===== src/rtl/rgb_fade_ctrl_if.sv =====
// rgb_fade_ctrl_if: bundles the fade sequencer's control and level signals.
// The master side supplies load and targets.
// The slave side is the fade controller, which returns levels, busy and done.
interface rgb_fade_ctrl_if #(
  parameter int WIDTH = 8
);
  logic             load;
  logic [WIDTH-1:0] target0;
  logic [WIDTH-1:0] target1;
  logic [WIDTH-1:0] target2;
  logic [WIDTH-1:0] level0;
  logic [WIDTH-1:0] level1;
  logic [WIDTH-1:0] level2;
  logic             busy;
  logic             done;

  modport master (
    output load, target0, target1, target2,
    input  level0, level1, level2, busy, done
  );

  modport slave (
    input  load, target0, target1, target2,
    output level0, level1, level2, busy, done
  );
endinterface


===== src/rtl/rgb_fade_ctrl.sv =====
// rgb_fade_ctrl: fade sequencer between the encoder targets and the three PWM channels.
// Each channel level walks one LSB per prescaler tick towards its captured target.
// busy is high while fading, and done pulses once when all channels have arrived.
// Optional feature macro GAMMA_EN adds a registered square-law output mapping.
// That mapping delays busy and done by one cycle so they stay aligned with the outputs.
module rgb_fade_ctrl #(
  parameter int WIDTH    = 8,
  parameter int PRESCALE = 256
) (
  input  logic             clk,
  input  logic             reset,
  rgb_fade_ctrl_if.slave   bus
);

  localparam int PW = (PRESCALE > 1) ? $clog2(PRESCALE) : 1;
  localparam logic [PW-1:0] PRE_MAX = PW'(PRESCALE - 1);

  localparam logic [0:0] IDLE = 1'b0;
  localparam logic [0:0] FADE = 1'b1;

  logic [0:0]            state_d, state_q;
  logic [2:0][WIDTH-1:0] tgt_d, tgt_q;
  logic [2:0][WIDTH-1:0] lvl_d, lvl_q;
  logic [PW-1:0]         presc_d, presc_q;
  logic                  busy_d, busy_q;
  logic                  done_d, done_q;

  function automatic logic [WIDTH-1:0] step_towards(input logic [WIDTH-1:0] lvl,
                                                    input logic [WIDTH-1:0] tgt);
    if (lvl < tgt)      return lvl + 1'b1;
    else if (lvl > tgt) return lvl - 1'b1;
    else                return lvl;
  endfunction

  // Next-state logic: capture or retarget on load, finish on equality, otherwise step on tick
  always_comb begin
    state_d = state_q;
    tgt_d   = tgt_q;
    lvl_d   = lvl_q;
    presc_d = presc_q;
    done_d  = 1'b0;
    case (state_q)
      IDLE: begin
        presc_d = '0;
        if (bus.load) begin
          tgt_d   = {bus.target2, bus.target1, bus.target0};
          state_d = FADE;
        end
      end
      FADE: begin
        if (bus.load) begin
          tgt_d   = {bus.target2, bus.target1, bus.target0};
          presc_d = (presc_q == PRE_MAX) ? '0 : presc_q + 1'b1;
        end else if (lvl_q == tgt_q) begin
          state_d = IDLE;
          done_d  = 1'b1;
        end else if (presc_q == PRE_MAX) begin
          for (int i = 0; i < 3; i++) lvl_d[i] = step_towards(lvl_q[i], tgt_q[i]);
          presc_d = '0;
        end else begin
          presc_d = presc_q + 1'b1;
        end
      end
      default: state_d = IDLE;
    endcase
    busy_d = (state_d == FADE);
  end

  // Core registers, synchronous reset overriding everything including a pending load
  always_ff @(posedge clk) begin
    if (reset) begin
      state_q <= IDLE;
      tgt_q   <= '0;
      lvl_q   <= '0;
      presc_q <= '0;
      busy_q  <= 1'b0;
      done_q  <= 1'b0;
    end else begin
      state_q <= state_d;
      tgt_q   <= tgt_d;
      lvl_q   <= lvl_d;
      presc_q <= presc_d;
      busy_q  <= busy_d;
      done_q  <= done_d;
    end
  end

`ifdef GAMMA_EN
  logic [2:0][2*WIDTH-1:0] sq;
  logic [2:0][WIDTH-1:0]   gam_d, gam_q;
  logic                    busy_out_d, busy_out_q;
  logic                    done_out_d, done_out_q;

  // Square-law mapping with round-up bias so 0, 1 and full scale map to themselves
  always_comb begin
    sq         = '0;
    gam_d      = '0;
    busy_out_d = busy_q;
    done_out_d = done_q;
    for (int i = 0; i < 3; i++) begin
      sq[i]    = ({{WIDTH{1'b0}}, lvl_q[i]} * {{WIDTH{1'b0}}, lvl_q[i]})
                 + {{WIDTH{1'b0}}, {WIDTH{1'b1}}};
      gam_d[i] = sq[i][2*WIDTH-1:WIDTH];
    end
  end

  // Output stage: mapped levels plus status delayed to match them
  always_ff @(posedge clk) begin
    if (reset) begin
      gam_q      <= '0;
      busy_out_q <= 1'b0;
      done_out_q <= 1'b0;
    end else begin
      gam_q      <= gam_d;
      busy_out_q <= busy_out_d;
      done_out_q <= done_out_d;
    end
  end

  assign bus.level0 = gam_q[0];
  assign bus.level1 = gam_q[1];
  assign bus.level2 = gam_q[2];
  assign bus.busy   = busy_out_q;
  assign bus.done   = done_out_q;
`else
  assign bus.level0 = lvl_q[0];
  assign bus.level1 = lvl_q[1];
  assign bus.level2 = lvl_q[2];
  assign bus.busy   = busy_q;
  assign bus.done   = done_q;
`endif

endmodule


===== src/flat_wrapper.sv =====
// flat-port wrapper written by rule: the top's interface ports become plain ports
module rgb_fade_ctrl_flat 
#(
  parameter int WIDTH    = 8,
  parameter int PRESCALE = 256
)
  (clk, reset, bus_load, bus_target0, bus_target1, bus_target2, bus_level0, bus_level1, bus_level2, bus_busy, bus_done);
  rgb_fade_ctrl_if #(.WIDTH(WIDTH)) bus_i ();
  input  logic clk;
  input  logic reset;
  input wire logic [$bits(bus_i.load)-1:0] bus_load;
  input wire logic [$bits(bus_i.target0)-1:0] bus_target0;
  input wire logic [$bits(bus_i.target1)-1:0] bus_target1;
  input wire logic [$bits(bus_i.target2)-1:0] bus_target2;
  output wire logic [$bits(bus_i.level0)-1:0] bus_level0;
  output wire logic [$bits(bus_i.level1)-1:0] bus_level1;
  output wire logic [$bits(bus_i.level2)-1:0] bus_level2;
  output wire logic [$bits(bus_i.busy)-1:0] bus_busy;
  output wire logic [$bits(bus_i.done)-1:0] bus_done;
  assign bus_i.load = bus_load;
  assign bus_i.target0 = bus_target0;
  assign bus_i.target1 = bus_target1;
  assign bus_i.target2 = bus_target2;
  assign bus_level0 = bus_i.level0;
  assign bus_level1 = bus_i.level1;
  assign bus_level2 = bus_i.level2;
  assign bus_busy = bus_i.busy;
  assign bus_done = bus_i.done;
  rgb_fade_ctrl #(.WIDTH(WIDTH), .PRESCALE(PRESCALE)) u_core (.clk(clk), .reset(reset), .bus(bus_i));
endmodule

===== config.mk =====
export PLATFORM = sky130hd
export DESIGN_NAME = rgb_fade_ctrl_flat
export DESIGN_NICKNAME = d
export VERILOG_FILES = /design/src/rtl/rgb_fade_ctrl_if.sv /design/src/rtl/rgb_fade_ctrl.sv /design/src/flat_wrapper.sv
export SDC_FILE = /design/constraint.sdc
export NUM_CORES = 1
export LEC_CHECK = 0
export ABC_AREA = 1
export BUFFER_PORTS_ARGS = -buffer_cell sky130_fd_sc_hd__buf_4
export CORE_MARGIN = 5
export CORE_UTILIZATION = 42
export DETAILED_ROUTE_END_ITERATION = 10
export SETUP_SLACK_MARGIN = 0.1
export SKIP_CTS_REPAIR_TIMING = 1
export SLEW_MARGIN = 20
export SYNTH_ARGS = -nofsm -noshare
export SYNTH_HDL_FRONTEND = slang
export SYNTH_SLANG_ARGS = --single-unit

===== constraint.sdc =====
create_clock -name clk -period 3.6 [get_ports clk]
set_input_delay 1.08 -clock clk [delete_from_list [all_inputs] [get_ports clk]]
set_output_delay 1.08 -clock clk [all_outputs]
set_load 0.005 [all_outputs]

==> results of run 1 <==
==> state kept, by name, indices dropped and copies added, names as in the netlist <==
signal,flops
u_core.bus.level1,8
u_core.bus.done,1
u_core.state_q,1
u_core.presc_q,8
u_core.bus.level0,8
u_core.bus.level2,8
u_core.tgt_q,24
==> cell type report <==
class | instances | area share [%]
inverters | 60 | 5.177
flip-flops and latches | 58 | 26.69
multi-input cells | 381 | 50.68
clock buffers | 11 | 3.250
repair buffers | 54 | 9.318
well taps | 108 | 3.106
clock inverters | 5 | 1.783
==> worst max-delay path, delay by kind of cell, from the launching register on <==
family | cells | cell delay (ns)
simple gates | 13 | 1.29
flops | 1 | 0.45
fa+ha+maj | 2 | 0.71
buf+inv | 1 | 0.05
compound gates | 1 | 0.13
==> layout by cell type, fill, tap and decap left out, types with 2 or more instances in the layout <==
| cell | netlist | routed |
|---|---|---|
| a21o_1 | 5 | 5 |
| a21oi_1 | 47 | 47 |
| a31oi_1 | 2 | 2 |
| buf_4 | 0 | 54 |
| bufinv_16 | 0 | 2 |
| clkbuf_8 | 0 | 10 |
| clkinv_2 | 0 | 2 |
| dfxtp_1 | 58 | 58 |
| fa_1 | 3 | 3 |
| ha_1 | 44 | 44 |
| inv_1 | 59 | 59 |
| nand2_1 | 110 | 110 |
| nand3_1 | 20 | 20 |
| nand4_1 | 3 | 3 |
| nor2_1 | 75 | 75 |
| nor2_4 | 3 | 3 |
| o21ai_0 | 36 | 36 |
| o21ai_1 | 2 | 2 |
| o22ai_1 | 3 | 3 |
| xnor2_1 | 10 | 10 |
| xor2_1 | 8 | 8 |
==> stage by stage <==
stage	std cells	util (%)	power (mW)
floorplan	511	-	0.8063
global placement	661	48.08	0.8583
detailed placement	661	48.08	0.8625
CTS	677	50.63	1.551
global route	677	50.63	1.608
finish	677	50.63	1.530
==> routing by layer <==
layer	vias to the layer above	global-route usage [%]	part of all wire [%]
met3	12	3.219	3.2
li1	1763	-	-
met4	0	5.677	1.6
met1	1468	21.48	48
met2	42	26.99	47
met5	-	0	0
==> cells by family (layout without fill, tap and decap cells) <==
kind of cell	after synthesis	count (layout)	synth area share (%)
simple gates	219	219	25.30
compound gates	97	97	14.00
buf+inv	72	130	7.908
flops	58	58	31.77
fa+ha+maj	47	47	16.71
xor+xnor	18	18	4.314
==> power breakdown <==
| part | total (mW) | internal (mW) | leakage [nW] | switching, mW |
|---|---|---|---|---|
| logic | 0.177 | 0.0724 | 1.66 | 0.104 |
| registers | 0.669 | 0.662 | 0.474 | 0.00688 |
| clock network | 0.684 | 0.407 | 0.109 | 0.277 |
| total | 1.53 | 1.14 | 2.25 | 0.389 |
==> worst min-delay path by stage <==
stage	from	slack, ns	endpoint	cells after the start
global route	u_core.tgt_q[2]	0.49	u_core.tgt_q[2]	2
finish	u_core.tgt_q[15]	0.46	u_core.tgt_q[15]	2
global placement	u_core.tgt_q[23]	0.45	u_core.tgt_q[23]	2
CTS	u_core.tgt_q[3]	0.47	u_core.tgt_q[3]	2
floorplan	u_core.tgt_q[2]	0.43	u_core.tgt_q[2]	2
detailed placement	u_core.tgt_q[3]	0.46	u_core.tgt_q[3]	2
==> impl_metrics.json, run 1 <==
{
  "arrival_ns": 2.96,
  "maxSlewViolCount": 0,
  "register_area_um2": 1161,
  "antennaDiodeCount": 0,
  "period_share_pct": 75.76,
  "finalSetupTns_ns": 0,
  "hold_viol": 0,
  "synth_seq_cells": 58,
  "routed_wl_um": 8143,
  "cp-endpoint": "u_core.bus.level1[7]",
  "fillCellCount": 895,
  "die_y_um": 103.3,
  "crit_chain": "ha_1, nand2_1, nand2_1, nand2_1, nand2_1, nand2_1, nand2_1, ha_1, or2_2, nand2_1, nor2_1, nor2_1, nand3_1, nand2_1, inv_1, a21oi_1, nor2_1",
  "root_buffer": "clkbuf_8",
  "finClkSkew_ns": 0.007781,
  "yosys_most_used_dff": "dfxtp_1",
  "setup_violations": 0,
  "syn_inst": 511,
  "avgSynthCellArea_um2": 7.152,
  "vias": 3285,
  "synth_top_cell_by_area": "dfxtp_1",
  "critPathKind": "flip-flop to flip-flop",
  "drive_gt1_share_pct": 14.24,
  "die_w_um": 103.3,
  "rsz0062_at_grt": "false",
  "synth-edff-count": 0,
  "ant_nets": 0,
  "r2r_setup_slack_ns": 0.87,
  "path_clk_slew_ns": 0.07,
  "crit_required_ns": 3.84,
  "worst-r2r-cell-count": 17,
  "cts_made_buffers": 9,
  "slowest_stage": "dfxtp_1",
  "syn_area_um2": 3655,
  "initial_core_util_pct": 42.53,
  "hp-class": "flip-flop to flip-flop",
  "ys_warn_count": 0,
  "whs_ns": 0.4648,
  "netlist.area_leader.share_pct": 31.77,
  "setup_ws_ns": 0.8726,
  "tightest_slew_ns": 0.4190,
  "io_pins": 53,
  "status": "completed",
  "vias_per_cell": 4.852,
  "first_pass_iters": 4,
  "detail_route.iter0.violations": 90,
  "dp_slack_ns": 0.9175,
  "grt_overflow_total": 0,
  "rows": 34,
  "antenna_found_initial": 0,
  "synth_nets": 585,
  "layout.nets": 638,
  "synth-seq-area-share_pct": 31.77,
  "async_flop_share_pct": 0,
  "reg2reg_from": "u_core.bus.level1[1]",
  "htreeDepth": 3,
  "areaGrowthSynthToFinish_pct": 19.03,
  "drcViolationCount": 0,
  "power_density_nw_per_um2": 351.7,
  "grt.total_usage_pct": 16.40,
  "vdd_drop_max_mv": 0.1939,
  "end_kind": "flip-flop",
  "grt_pass1_wl_um": 13910,
  "yosysMostFrequentCell": "nand2_1",
  "synthTopCellsByArea": "dfxtp_1 (32%), ha_1 (15%), nand2_1 (11%), nor2_1 (7.7%), a21oi_1 (6.4%)",
  "crit_start": "u_core.bus.level1[1]",
  "design_area_um2": 4350,
  "port_buffers": 52,
  "place.gp.congestion": 0.8130,
  "dp_hpwl_um": 6098,
  "clock_sinks": 58,
  "grt_pass1_vias": 3059,
  "multi_input_area_um2": 2205,
  "cts_tree": "done",
  "crit_path_max_incr_delay_ns": 0.45,
  "p_leak_nw": 2.247,
  "max_slew_margin_pct": 72.07,
  "grt_max_degree": 47,
  "synth_cell_type_count": 32,
  "clk_latency_ns": 0.34,
  "synth_common_cells": "nand2_1 (110), nor2_1 (75), inv_1 (59)",
  "max_freq_mhz": 366.6,
  "wl_per_cell_um": 12.03,
  "cp_max_fo": 9,
  "core-area_um2": 8593,
  "startpoint_type": "flip-flop",
  "design.die.area_um2": 10670,
  "maxCapViolCount": 0,
  "cp_common_cell": "nand2_1",
  "r2r_end": "u_core.bus.level1[7]",
  "dpl_cell_area_um2": 4131,
  "min_period_ns": 2.727,
  "cts_max_path_buffers": 2
}
Power figures use the tool's default switching activity.
==> run 2, diff against run 1 <==
Clock period 3.6 ns to 2.5 ns, I/O delays scaled along.
==> run 2 against run 1 <==
Total power is 64% higher. Core utilization is 10 points higher. Sequential power rose by 44%. Global-route usage up 0.44 points. Fmax rose by 17%. Critical path depth grew 2. Wire length is 17% higher. Critical path type unchanged. Critical endpoint unchanged. Largest cell class unchanged.
==> impl_metrics.json, run 2 (synthesis results as in run 1) <==
{
  "rsz0062_at_grt": "true",
  "regMostFlops": "u_core.tgt_q",
  "slowest_stage": "dfxtp_4",
  "end_kind": "flip-flop",
  "p_leak_nw": 2.478,
  "setup_violations": 0,
  "root_buffer": "clkbuf_8",
  "hold_viol": 0,
  "dp_hpwl_um": 6341,
  "max_freq_mhz": 428.8,
  "finClkSkew_ns": 0.01128,
  "ant_nets": 0,
  "cp_common_cell": "nand2_2",
  "switchingPower_mw": 0.6226,
  "htreeDepth": 3,
  "grt.total_usage_pct": 16.84,
  "p_comb_share_pct": 14.4,
  "grt_pass1_wl_um": 14300,
  "crit_required_ns": 2.73,
  "die_y_um": 103.3,
  "rows": 34,
  "wl_per_cell_um": 13.30,
  "io_pins": 53,
  "drcViolationCount": 0,
  "cts_tree": "done",
  "drive_gt1_share_pct": 34.70,
  "maxCapViolCount": 0,
  "cts_made_buffers": 9,
  "core-area_um2": 8593,
  "tightest_slew_ns": 0.4272,
  "critPathKind": "flip-flop to flip-flop",
  "clk_latency_ns": 0.33,
  "cts_max_path_buffers": 2,
  "status": "completed",
  "antennaDiodeCount": 0,
  "initial_core_util_pct": 42.53,
  "vdd_drop_max_mv": 0.3166,
  "first_pass_iters": 4,
  "vias_per_cell": 4.905,
  "final_cell_mix": "buf_4 (92), nand2_1 (88), nor2_1 (66)",
  "finalSetupTns_ns": 0,
  "place.gp.congestion": 0.8319,
  "maxSlewViolCount": 0,
  "fillCellCount": 778,
  "swShare_pct": 24.86,
  "antenna_found_initial": 0,
  "vias": 3527,
  "startpoint_type": "flip-flop",
  "die_w_um": 103.3,
  "largest_register_ff_count": 24,
  "cp_max_fo": 7,
  "p_int_mw": 1.882,
  "layout_commonest_cell": "buf_4",
  "design.die.area_um2": 10670,
  "p_total_mw": 2.504,
  "hp-class": "flip-flop to flip-flop",
  "grt_pass1_vias": 3276,
  "power_density_nw_per_um2": 478.4,
  "layout.nets": 680,
  "register_area_um2": 1181,
  "arrival_ns": 2.57,
  "areaGrowthSynthToFinish_pct": 43.24,
  "grt_overflow_total": 0,
  "path_clk_slew_ns": 0.08,
  "crit_path_max_incr_delay_ns": 0.36,
  "max_slew_margin_pct": 71.52,
  "grt_max_degree": 47,
  "port_buffers": 52,
  "period_share_pct": 93.29,
  "crit_chain": "ha_1, nand2_2, inv_1, nand2_1, nand2_2, nand2_2, nand2_8, buf_6, ha_1, nand2_1, nand2_2, nand2_2, nor2_2, nor2_1, nand3_1, nand2_1, inv_1, a21oi_1, nor2_1",
  "clock_sinks": 58,
  "multi_input_area_um2": 2704,
  "routed_wl_um": 9564,
  "power_frac_clock_pct": 47.2,
  "min_period_ns": 2.332,
  "detail_route.iter0.violations": 90,
  "sequentialPowerShare_pct": 38.4
}
## run 2: layout make-up
cell class | count | area share, %
multi-input combinational | 382 | 51.65
sequential | 58 | 22.56
timing repair buffer | 95 | 13.84
inverter | 60 | 4.302
clock inverter | 7 | 2.701
tap | 108 | 2.581
clock buffer | 9 | 2.366
## run 2: power groups by stage
stage | clock [mW] | combinational, mW | sequential [mW]
final | 1.18 | 0.361 | 0.961
after global placement | 0 | 0.267 | 0.984
after CTS | 1.19 | 0.274 | 0.963
after detailed placement | 0 | 0.271 | 0.985
after floorplan | 0 | 0.179 | 0.983
after global routing | 1.24 | 0.407 | 0.965
## run 2: worst paths after layout
check	from	end	slack, ns	cells past startpoint
max	u_core.bus.level1[2]	u_core.bus.level1[7]	0.17	19
max reg2reg	u_core.bus.level1[2]	u_core.bus.level1[7]	0.17	19
min reg2reg	u_core.tgt_q[4]	u_core.tgt_q[4]	0.46	2
min	u_core.tgt_q[4]	u_core.tgt_q[4]	0.46	2
## run 2: worst max-delay path: cells and delay by family, from the launching register on
family | cells | cell delay (ns)
AO/OA/AOI/OAI | 1 | 0.11
buffers and inverters | 3 | 0.24
adder cells (fa/ha/maj) | 2 | 0.57
flip-flops | 1 | 0.36
AND/OR/NAND/NOR | 13 | 0.96
## run 2: metrics by stage
stage	cell area [um^2]	utilization [%]	std cells	hold WS, ns	worst slack, ns
after CTS	4609	53.64	705	0.4678	-0.09588
final	5235	60.92	719	0.4578	0.1677
after global placement	4344	50.55	689	0.4462	0.02297
after detailed placement	4344	50.55	689	0.4573	-0.02311
after floorplan	3657	-	511	0.4332	0.1412
after global routing	5235	60.92	719	0.4861	0.001111
## run 2: metal layers
layer / vias up / track usage, % / share of wire, %
li1: 1854 / - / -
met1: 1615 / 20.93 / 45
met2: 48 / 29.65 / 51
met3: 10 / 3.622 / 3.4
met4: 0 / 4.183 / 1.2
met5: - / 0 / 0
